**src/rtl/acia_pkg.sv**
```systemverilog
// Shared definitions for the 6850-style ACIA: status bit positions, the
// control-register master-reset code and the serializer state type.
package acia_pkg;

  localparam int unsigned STAT_RDRF = 0;
  localparam int unsigned STAT_TDRE = 1;
  localparam int unsigned STAT_DCD  = 2;
  localparam int unsigned STAT_CTS  = 3;
  localparam int unsigned STAT_FE   = 4;
  localparam int unsigned STAT_OVRN = 5;
  localparam int unsigned STAT_PE   = 6;
  localparam int unsigned STAT_IRQ  = 7;

  localparam logic [1:0] CR_MASTER_RESET = 2'b11;

  typedef enum logic [1:0] {
    SER_IDLE,
    SER_START,
    SER_DATA,
    SER_STOP
  } ser_state_e;

endpackage

```
**src/rtl/acia_rx_fifo.sv**
```systemverilog
// Receive FIFO for the ACIA: synchronous push/pop, combinational head,
// pointers wrap modulo the depth, flush clears pointers and count.
module acia_rx_fifo
  import acia_pkg::*;
#(
  parameter int unsigned DEPTH_LOG2 = 3,
  parameter int unsigned WIDTH      = 8
) (
  input  logic                  clk,
  input  logic                  reset,
  input  logic                  flush,
  input  logic                  push,
  input  logic                  pop,
  input  logic [WIDTH-1:0]      wdata,
  output logic [WIDTH-1:0]      rdata,
  output logic                  full,
  output logic                  empty,
  output logic [DEPTH_LOG2:0]   count
);

  logic [WIDTH-1:0]      mem [2**DEPTH_LOG2];
  logic [DEPTH_LOG2-1:0] wr_ptr;
  logic [DEPTH_LOG2-1:0] rd_ptr;
  logic                  do_push;
  logic                  do_pop;

  assign empty = (count == '0);
  assign full  = count[DEPTH_LOG2];
  assign rdata = mem[rd_ptr];

  // A pop on the same cycle frees a slot, so a full FIFO still accepts the push.
  assign do_pop  = pop & ~empty;
  assign do_push = push & (~full | do_pop);

  always_ff @(posedge clk or posedge reset) begin
    if (reset) begin
      wr_ptr <= '0;
      rd_ptr <= '0;
      count  <= '0;
    end else if (flush) begin
      wr_ptr <= '0;
      rd_ptr <= '0;
      count  <= '0;
    end else begin
      if (do_push) wr_ptr <= wr_ptr + 1'b1;
      if (do_pop)  rd_ptr <= rd_ptr + 1'b1;
      unique case ({do_push, do_pop})
        2'b10:   count <= count + 1'b1;
        2'b01:   count <= count - 1'b1;
        default: count <= count;
      endcase
    end
  end

  always_ff @(posedge clk) begin
    if (do_push && !flush) mem[wr_ptr] <= wdata;
  end

endmodule

```
**src/rtl/acia6850_fifo.sv**
```systemverilog
// 6850-compatible ACIA, fixed 8N1, with a buffered receive path.
// Optional ACIA_TXIRQ_EN: CR[6:5]=2'b01 additionally raises irq on TDRE.
module acia6850_fifo
  import acia_pkg::*;
#(
  parameter int unsigned BAUD_DIV        = 52,
  parameter int unsigned FIFO_DEPTH_LOG2 = 3
) (
  input  logic       clk,
  input  logic       reset,
  input  logic       addr,
  input  logic [7:0] data_in,
  input  logic       rd,
  input  logic       we,
  output logic [7:0] data_out,
  input  logic       rx,
  output logic       tx,
  output logic       irq
);

  localparam logic [15:0] BIT_LAST  = 16'(BAUD_DIV - 1);
  localparam logic [15:0] HALF_LAST = 16'(BAUD_DIV / 2 - 1);

  logic rd_q, we_q;
  logic rd_pulse, we_pulse;
  logic ctrl_wr, data_wr, data_rd, master_rst;

  logic [7:0] ctrl;
  logic [7:0] thr;
  logic       tdre;
  logic       fe, ovrn;
  logic       irq_q, irq_cond;
  logic [7:0] last_rd;
  logic [7:0] status;

  ser_state_e tx_state, tx_next;
  logic [15:0] tx_cnt;
  logic [2:0]  tx_bit;
  logic [7:0]  tx_shr;
  logic        tx_tick, tx_load;

  ser_state_e rx_state, rx_next;
  logic        rx_s1, rx_s2, rx_s3;
  logic [15:0] rx_cnt;
  logic [2:0]  rx_bit;
  logic [7:0]  rx_shr;
  logic        rx_fall, rx_half, rx_tick;
  logic        rx_push_req, rx_frame_err;

  logic [7:0]               fifo_head;
  logic                     fifo_full, fifo_empty;
  logic [FIFO_DEPTH_LOG2:0] fifo_count;
  logic                     ctrl_unused;

  assign ctrl_unused = ^{ctrl[6:0], fifo_count};

  assign rd_pulse   = rd & ~rd_q;
  assign we_pulse   = we & ~we_q;
  assign ctrl_wr    = we_pulse & ~addr;
  assign data_wr    = we_pulse & addr;
  assign data_rd    = rd_pulse & addr;
  assign master_rst = ctrl_wr & (data_in[1:0] == CR_MASTER_RESET);

  always_ff @(posedge clk or posedge reset) begin
    if (reset) begin
      rd_q <= 1'b0;
      we_q <= 1'b0;
      ctrl <= '0;
    end else begin
      rd_q <= rd;
      we_q <= we;
      if (ctrl_wr) ctrl <= data_in;
    end
  end

  // ---------------- transmitter ----------------
  assign tx_tick = (tx_cnt == BIT_LAST);
  assign tx_load = (tx_state == SER_IDLE) & ~tdre & ~master_rst;

  always_ff @(posedge clk or posedge reset) begin
    if (reset) tx_state <= SER_IDLE;
    else       tx_state <= tx_next;
  end

  always_comb begin
    tx_next = tx_state;
    if (master_rst) begin
      tx_next = SER_IDLE;
    end else begin
      unique case (tx_state)
        SER_IDLE:  if (!tdre) tx_next = SER_START;
        SER_START: if (tx_tick) tx_next = SER_DATA;
        SER_DATA:  if (tx_tick && tx_bit == 3'd7) tx_next = SER_STOP;
        SER_STOP:  if (tx_tick) tx_next = SER_IDLE;
        default:   tx_next = SER_IDLE;
      endcase
    end
  end

  always_comb begin
    tx = 1'b1;
    unique case (tx_state)
      SER_START: tx = 1'b0;
      SER_DATA:  tx = tx_shr[0];
      default:   tx = 1'b1;
    endcase
  end

  always_ff @(posedge clk or posedge reset) begin
    if (reset) begin
      tx_cnt <= '0;
      tx_bit <= '0;
      tx_shr <= '0;
    end else begin
      if (tx_state == SER_IDLE || tx_tick || master_rst) tx_cnt <= '0;
      else                                                tx_cnt <= tx_cnt + 16'd1;
      if (tx_load) begin
        tx_shr <= thr;
        tx_bit <= '0;
      end else if (tx_state == SER_DATA && tx_tick) begin
        tx_shr <= {1'b1, tx_shr[7:1]};
        tx_bit <= tx_bit + 3'd1;
      end
    end
  end

  // Holding register empties the moment the shifter takes the byte.
  always_ff @(posedge clk or posedge reset) begin
    if (reset) begin
      thr  <= '0;
      tdre <= 1'b1;
    end else if (master_rst) begin
      tdre <= 1'b1;
    end else if (data_wr && tdre) begin
      thr  <= data_in;
      tdre <= 1'b0;
    end else if (tx_load) begin
      tdre <= 1'b1;
    end
  end

  // ---------------- receiver ----------------
  assign rx_fall = rx_s3 & ~rx_s2;
  assign rx_half = (rx_cnt == HALF_LAST);
  assign rx_tick = (rx_cnt == BIT_LAST);

  always_ff @(posedge clk or posedge reset) begin
    if (reset) begin
      rx_s1    <= 1'b1;
      rx_s2    <= 1'b1;
      rx_s3    <= 1'b1;
      rx_state <= SER_IDLE;
    end else begin
      rx_s1    <= rx;
      rx_s2    <= rx_s1;
      rx_s3    <= rx_s2;
      rx_state <= rx_next;
    end
  end

  // After a framing error the line must go high again before a new
  // falling edge can be seen, which gives the wait-for-idle behaviour.
  always_comb begin
    rx_next = rx_state;
    unique case (rx_state)
      SER_IDLE:  if (rx_fall) rx_next = SER_START;
      SER_START: if (rx_half) rx_next = rx_s2 ? SER_IDLE : SER_DATA;
      SER_DATA:  if (rx_tick && rx_bit == 3'd7) rx_next = SER_STOP;
      SER_STOP:  if (rx_tick) rx_next = SER_IDLE;
      default:   rx_next = SER_IDLE;
    endcase
  end

  always_comb begin
    rx_push_req  = 1'b0;
    rx_frame_err = 1'b0;
    if (rx_state == SER_STOP && rx_tick) begin
      rx_push_req  = rx_s2;
      rx_frame_err = ~rx_s2;
    end
  end

  always_ff @(posedge clk or posedge reset) begin
    if (reset) begin
      rx_cnt <= '0;
      rx_bit <= '0;
      rx_shr <= '0;
    end else begin
      if (rx_state == SER_IDLE || rx_next != rx_state || rx_tick) rx_cnt <= '0;
      else                                                        rx_cnt <= rx_cnt + 16'd1;
      if (rx_state == SER_START) begin
        rx_bit <= '0;
      end else if (rx_state == SER_DATA && rx_tick) begin
        rx_shr <= {rx_s2, rx_shr[7:1]};
        rx_bit <= rx_bit + 3'd1;
      end
    end
  end

  acia_rx_fifo #(
    .DEPTH_LOG2 (FIFO_DEPTH_LOG2),
    .WIDTH      (8)
  ) u_rx_fifo (
    .clk   (clk),
    .reset (reset),
    .flush (master_rst),
    .push  (rx_push_req),
    .pop   (data_rd),
    .wdata (rx_shr),
    .rdata (fifo_head),
    .full  (fifo_full),
    .empty (fifo_empty),
    .count (fifo_count)
  );

  // ---------------- flags, irq, read mux ----------------
  always_ff @(posedge clk or posedge reset) begin
    if (reset) begin
      fe      <= 1'b0;
      ovrn    <= 1'b0;
      last_rd <= '0;
      irq_q   <= 1'b0;
    end else begin
      irq_q <= irq_cond;
      if (data_rd && !fifo_empty) last_rd <= fifo_head;
      if (master_rst) begin
        fe   <= 1'b0;
        ovrn <= 1'b0;
      end else begin
        if (rx_frame_err) fe <= 1'b1;
        else if (data_rd) fe <= 1'b0;
        if (rx_push_req && fifo_full && !data_rd) ovrn <= 1'b1;
        else if (data_rd)                         ovrn <= 1'b0;
      end
    end
  end

  always_comb begin
`ifdef ACIA_TXIRQ_EN
    irq_cond = (ctrl[7] & ~fifo_empty) | ((ctrl[6:5] == 2'b01) & tdre);
`else
    irq_cond = ctrl[7] & ~fifo_empty;
`endif
  end

  assign irq = irq_q;

  always_comb begin
    status            = '0;
    status[STAT_RDRF] = ~fifo_empty;
    status[STAT_TDRE] = tdre;
    status[STAT_FE]   = fe;
    status[STAT_OVRN] = ovrn;
    status[STAT_IRQ]  = irq_q;
  end

  always_comb begin
    if (!addr)           data_out = status;
    else if (fifo_empty) data_out = last_rd;
    else                 data_out = fifo_head;
  end

endmodule
```
**config.mk**
```make
export PLATFORM = sky130hd
export DESIGN_NAME = acia6850_fifo
export DESIGN_NICKNAME = d
export VERILOG_FILES = /design/src/rtl/acia_pkg.sv /design/src/rtl/acia_rx_fifo.sv /design/src/rtl/acia6850_fifo.sv
export SDC_FILE = /design/constraint.sdc
export NUM_CORES = 1
export LEC_CHECK = 0
export BUFFER_PORTS_ARGS = -buffer_cell sky130_fd_sc_hd__clkbuf_2
export CAP_MARGIN = 20
export CORE_MARGIN = 2
export CORE_UTILIZATION = 40
export CTS_CLUSTER_DIAMETER = 120
export DETAILED_ROUTE_END_ITERATION = 10
export GPL_ROUTABILITY_DRIVEN = 0
export REMOVE_ABC_BUFFERS = 1
export SLEW_MARGIN = 20
export SYNTH_ARGS = -nofsm -noshare
export SYNTH_HDL_FRONTEND = slang
export SYNTH_SLANG_ARGS = --single-unit
```
**constraint.sdc**
```tcl
create_clock -name clk -period 3.9 [get_ports clk]
set_input_delay 0.195 -clock clk [delete_from_list [all_inputs] [get_ports clk]]
set_output_delay 0.195 -clock clk [all_outputs]
set_load 0.02 [all_outputs]
```
# [Word-level counts from Yosys, hierarchy flattened]
# Memory sizes are Yosys's and may differ from the RTL's.
# Index checks and enable logic that the tools add are counted.
[op_classes] eq_ne=19 bitwise_logic=22 add_sub_neg=8 reduce_logical=31 mux=41
[ops] op="$add A16 B1 Y16 const B" count=2
[ops] op="$eq A16 B6 Y1 const B" count=2
[ops] op="$mux W16" count=2
[ops] op="$mux W8" count=4
[ops] op="$mux W3" count=8
[ops] op="$mux W2" count=10
[ops] op="$eq A16 B5 Y1 const B" count=1
[ops] op="$pmux W2 S4" count=2
[ops] op="$add A3 B1 Y3 const B" count=4
[ops] op="$and A1 B1 Y1" count=12
[ops] op="$eq A2 B2 Y1 const B" count=6
[ops] op="$mux W1" count=12
[ops] op="$ne A3 B3 Y1 const B" count=4
[ops] op="$reduce_bool A3 Y1" count=4
[ops] op="$logic_and A1 B1 Y1" count=10
[ops] op="$not A1 Y1" count=9
[ops] op="$pmux W4 S2" count=1
[ops] op="$reduce_bool A2 Y1" count=4
[ops] op="$eq A2 B1 Y1 const B" count=3
[ops] op="$eq A3 B3 Y1 const B" count=2
[ops] op="$add A4 B1 Y4 const B" count=1
[ops] op="$logic_not A2 Y1" count=2
[ops] op="$logic_not A4 Y1" count=1
[ops] op="$logic_or A1 B1 Y1" count=4
[ops] op="8 further kinds" count=11
[totals] output_inout_bits=10 word_cells=145 memories=1 input_bits=14 ff_bits=101 ramBits=64
[mem_list] memory="u_rx_fifo.mem" depth=8 width=8 rd=1 rd_ports_with_merged_regs=0 write_ports=1 line="acia_rx_fifo.sv:21" source="logic [WIDTH-1:0] mem [2**DEPTH_LOG2];"

# [Depth between registers and ports, before layout]
[depth] word_depth=9 mapped_depth=10 mapped_depth_nobuf=9

# [Hierarchy]
# Synthesis repeated with hierarchy kept, for this count alone.
[hier_totals] cells_unflattened=554 hier_area_um2=7302.0
[by_module_without_submodules] mod="acia6850_fifo" seq_area_each_um2=2107.0 n_inst=1 area_per_inst_um2=4110.2 cells_each=379
[by_module_without_submodules] mod="acia_rx_fifo" seq_area_each_um2=2172.1 n_inst=1 area_per_inst_um2=3191.8 cells_each=175

# [Worst setup path after synthesis]
# Ideal clock, no wire load.
[synth_timing] path_type="register -> register" start="reg rx_cnt[2]" end="mem u_rx_fifo.mem[0][0], enable pin" setup_time_ps=383 setup_slack_ps=1374 path_buffers=0 path_stages_with_launch=6 t_required_ps=3517 synth_period_minus_slack_ps=2526 arrival_time_ps=2143 cell_sequence="dfrtp_1 > nor4_2 > nand4_1 > nand3b_4 > or3_1 > nor3_1"
[synth_via] elab_chain_cells=7
[synth_rtl] element="start, declared" line="acia6850_fifo.sv:44" source="logic [15:0] rx_cnt;"
[synth_rtl] element="start signal, assigned" line="acia6850_fifo.sv:190" source="else rx_cnt <= rx_cnt + 16'd1;"
[synth_rtl] element="$eq A16 B6 Y1" line="acia6850_fifo.sv:145" source="assign rx_tick = (rx_cnt == BIT_LAST);"
[synth_rtl] element="$logic_and A1 B1 Y1" line="acia6850_fifo.sv:177" source="if (rx_state == SER_STOP && rx_tick) begin"
[synth_rtl] element="$mux W1" line="acia6850_fifo.sv:177"
[synth_rtl] element="$and A1 B1 Y1" line="acia_rx_fifo.sv:33" source="assign do_push = push & (~full | do_pop);"
[synth_rtl] element="$logic_and A1 B1 Y1" line="acia_rx_fifo.sv:56" source="if (do_push && !flush) mem[wr_ptr] <= wdata;"
[synth_rtl] element="$mux W1" line="acia_rx_fifo.sv:56"
[synth_rtl] element="$mux W1 (not written as such)" line="acia_rx_fifo.sv:56"
[synth_rtl] element="end, declared" line="acia_rx_fifo.sv:21"
# No other way between the ends.

# [Worst setup path in the final report]
[layout_timing] start="reg u_rx_fifo.rd_ptr[0]" end="out data_out[2]"
[layout_via] elab_chain_cells=3
[layout_rtl] element="start, declared" line="acia_rx_fifo.sv:23" source="logic [DEPTH_LOG2-1:0] rd_ptr;"
[layout_rtl] element="start signal, assigned" line="acia_rx_fifo.sv:46" source="if (do_pop) rd_ptr <= rd_ptr + 1'b1;"
[layout_rtl] element="$mem_v2 Z8 W8"
[layout_rtl] element="$mux W8" line="acia6850_fifo.sv:259" source="else if (fifo_empty) data_out = last_rd;"
[layout_rtl] element="$mux W8" line="acia6850_fifo.sv:258" source="if (!addr) data_out = status;"
[layout_rtl] element="end, declared" line="acia6850_fifo.sv:15" source="output logic [7:0] data_out,"
# No other way between the ends.

==> impl_metrics.tcl <==
set metrics [dict create \
    overflow 0 \
    reg2reg_depth 5 \
    floorplan.die_area_mm2 0.0187 \
    final_area_mm2 0.00804 \
    hold_start "data_in[3]" \
    wire_per_inst_um 16.8 \
    grt_pass1_wl_um 22700 \
    first_pass_iters 4 \
    startpoint "u_rx_fifo.rd_ptr[0]" \
    swShare 0.312 \
    p_total_mw 5.04 \
    fin_hold_ws_ns 0.0254 \
    vdd_ir_drop_max_mv 0.266 \
    insertion_delay_ns 0.42 \
    p_comb_frac 0.228 \
    seqPwrFrac 0.443 \
    fillers 1523 \
    drt_iter0_markers 266 \
    dpl.hpwl_um 9370 \
    cp_slowest_cell "dfrtp_1" \
    port_buffers 23 \
    cap_violations 0 \
    synth_edf_count 64 \
    hold_depth 2 \
    slew_headroom 0.411 \
    die_w_um 137 \
    core-area_mm2 0.0173 \
    yosysWarnings 0 \
    drive_above_1_share 0.175 \
    r2r_end "u_rx_fifo.mem[5][5]" \
    cts.htree.levels 4 \
    tightest_slew_ns 0.884 \
    fin_skew_ns 0.0106 \
    max_clock_freq_mhz 342 \
    critical_path_class "reg2out" \
    leakage_nw 3.37 \
    p_switching_mw 1.57 \
    hold_class "in2reg" \
    regToRegStartpoint "rx_cnt[2]" \
    syn_to_final_growth_pct 13.9 \
    final_common_cell "dfrtp_1" \
    routed_wirelength_um 13700 \
    finalSetupViolCount 0 \
    min_period_ns 2.93 \
    grt_pass1_vias 4336 \
    antenna_found_initial 0 \
    start_kind "register" \
    intPower_mw 3.47 \
    crit_fanout 12 \
    final_cell_mix "dfrtp_1, edfxtp_1, nor2_1" \
    placed_area_mm2 0.00736 \
    track_usage 0.159 \
    synth-seq-cells 158 \
    synthesis.area_mm2 0.00706 \
    ys.flop_type "dfrtp_1" \
    drc 0 \
    rows 48 \
    die_h_um 137 \
    diodes 0 \
    cellPowerDensity_mw_per_mm2 627 \
    slowest_delay_ns 0.79 \
    cts_made_buffers 17 \
    status "finished clean" \
    synthCells 550 \
    cp.required_ns 3.70 \
    postRouteAntennaNets 0 \
    vias 4322 \
    path_cells "buf_4 > mux4_2 > mux2i_1 > nand2_1 > o211a_1 > clkbuf_2" \
    hold_end "thr[3]" \
    maxSlewViolCount 0 \
    cts_tree "built" \
    ys_seq_area_frac 0.606 \
    path_clk_slew_ns 0.06 \
    layout.nets 610 \
    grt_max_degree 72 \
    via_per_inst 5.28 \
    setup_tns_ns 0 \
    final.period_utilization 0.750 \
    clockBufferDepth 2 \
    async_flop_share 0.595 \
    critical_path.top_delay_family "multiplexers" \
    hold_violations 0 \
    cts.sinks 158 \
    synth_cell_types 61 \
    crit_arrival_ns 2.73 \
    crit_path_end_kind "primary output" \
    critPathBufInv 2 \
    boundaryPins 24 \
    cts_setup_buffers 0 \
    grt_setup_unrepaired "false" \
    rrSetupSlack_ns 1.11 \
    start_util 0.408 \
    syn_area_per_cell_um2 12.8 \
    clkPwrFrac 0.329 \
    root_buffer "clkbuf_16" \
]
## power groups by stage
| stage | sequential (mW) | clock, mW | combinational [mW] |
|---|---|---|---|
| after floorplan | 2.20 | 0 | 0.874 |
| after global placement | 2.24 | 0 | 1.12 |
| after detailed placement | 2.26 | 0 | 1.15 |
| after CTS | 2.23 | 1.69 | 1.17 |
| after global routing | 2.28 | 1.77 | 1.29 |
| final | 2.23 | 1.66 | 1.15 |
## routing by layer
metal	GRT usage	wire, µm	vias up	share of wire
met5	0	0	-	0
met4	0.0573	220	0	0.016
met3	0.0300	523	14	0.038
met2	0.248	6410	93	0.47
met1	0.223	6570	2156	0.48
li1	-	-	2059	-
## worst register-to-register path, cell delays in order, from the launching register on
cell and delay, ns:
dfrtp_1 0.45, nor4_2 0.35, nand4_1 0.32, nand3b_4 0.29, or3b_1 0.45, nor2_1 0.54
## cell type report
cell class | count | area (µm²) | area share
tap | 225 | 282 | 0.0350
timing repair buffer | 34 | 218 | 0.0271
clock buffer | 19 | 443 | 0.0551
inverter | 17 | 66.3 | 0.00825
clock inverter | 13 | 151 | 0.0188
multi-input combinational | 353 | 2600 | 0.323
sequential | 158 | 4280 | 0.532
## flip-flops by register name, summed over array words and instances, names as in the netlist, 4 cells and up
register         count
tx_cnt              16
rx_cnt              16
last_rd              8
u_rx_fifo.mem       64
tx_shr               8
u_rx_fifo.count      4
rx_shr               8
thr                  8
## worst max-delay path by stage
| stage | to | slack (ns) | cells past startpoint |
|---|---|---|---|
| 2_1_floorplan | ctrl[7] | 1.26 | 1 |
| 3_3_place_gp | u_rx_fifo.mem[5][5] | 1.17 | 5 |
| 3_5_place_dp | u_rx_fifo.mem[5][5] | 1.08 | 5 |
| 4_1_cts | data_out[2] | 0.92 | 6 |
| 5_1_grt | data_out[2] | 0.73 | 6 |
| 6_report | data_out[2] | 0.97 | 6 |
## through the flow
stage	setup WS, ns	utilization	std cells
global placement	1.17	0.426	779
floorplan	1.26	-	528
detailed placement	1.08	0.426	779
CTS	0.921	0.465	819
global route	0.734	0.465	819
finish	0.975	0.465	819
## what timing repair did
item | 4_1_cts | 5_1_grt
setup endpoints to repair | 0 | 0
resized for setup | 0 | 0
hold buffers | 8 | 0
hold endpoints to repair | 29 | 0
## cells by family (layout without fill, tap and decap cells)
kind of cell	Yosys count	after routing	share of synthesized area
XOR/XNOR	32	32	0.0397
buffers and inverters	39	83	0.0250
adder cells (fa/ha/maj)	15	15	0.0266
AO/OA/AOI/OAI	67	67	0.0608
multiplexers	52	52	0.106
flip-flops	158	158	0.606
AND/OR/NAND/NOR	187	187	0.136
## Yosys cell counts, drive strengths merged, types with 2 or more instances
cell type | instances | area [µm²]
mux2i | 16 | 160
dfstp | 4 | 105
ha | 15 | 188
nand4 | 7 | 43.8
nand2b | 4 | 25.0
o21a | 2 | 15.0
or4 | 3 | 26.3
o211a | 3 | 30.0
dfrtp | 90 | 2250
xnor2 | 15 | 131
edfxtp | 64 | 1920
nor3b | 2 | 25.0
and3 | 6 | 37.5
o2bb2ai | 3 | 26.3
nand3 | 20 | 100
nor3 | 11 | 65.1
o22ai | 4 | 25.0
inv | 17 | 63.8
or3 | 3 | 18.8
o211ai | 3 | 27.5
o21ai | 25 | 129
o31a | 2 | 17.5
and4 | 5 | 43.8
a21oi | 15 | 75.1
mux4 | 16 | 360
mux2 | 20 | 225
nor4 | 7 | 56.3
nand2 | 52 | 195
nor2 | 57 | 221
and2 | 2 | 12.5
nand3b | 3 | 35.0
xor2 | 17 | 149
clkbuf | 10 | 37.5
buf | 12 | 75.1
No activity file was read; power rests on OpenSTA's default activity.
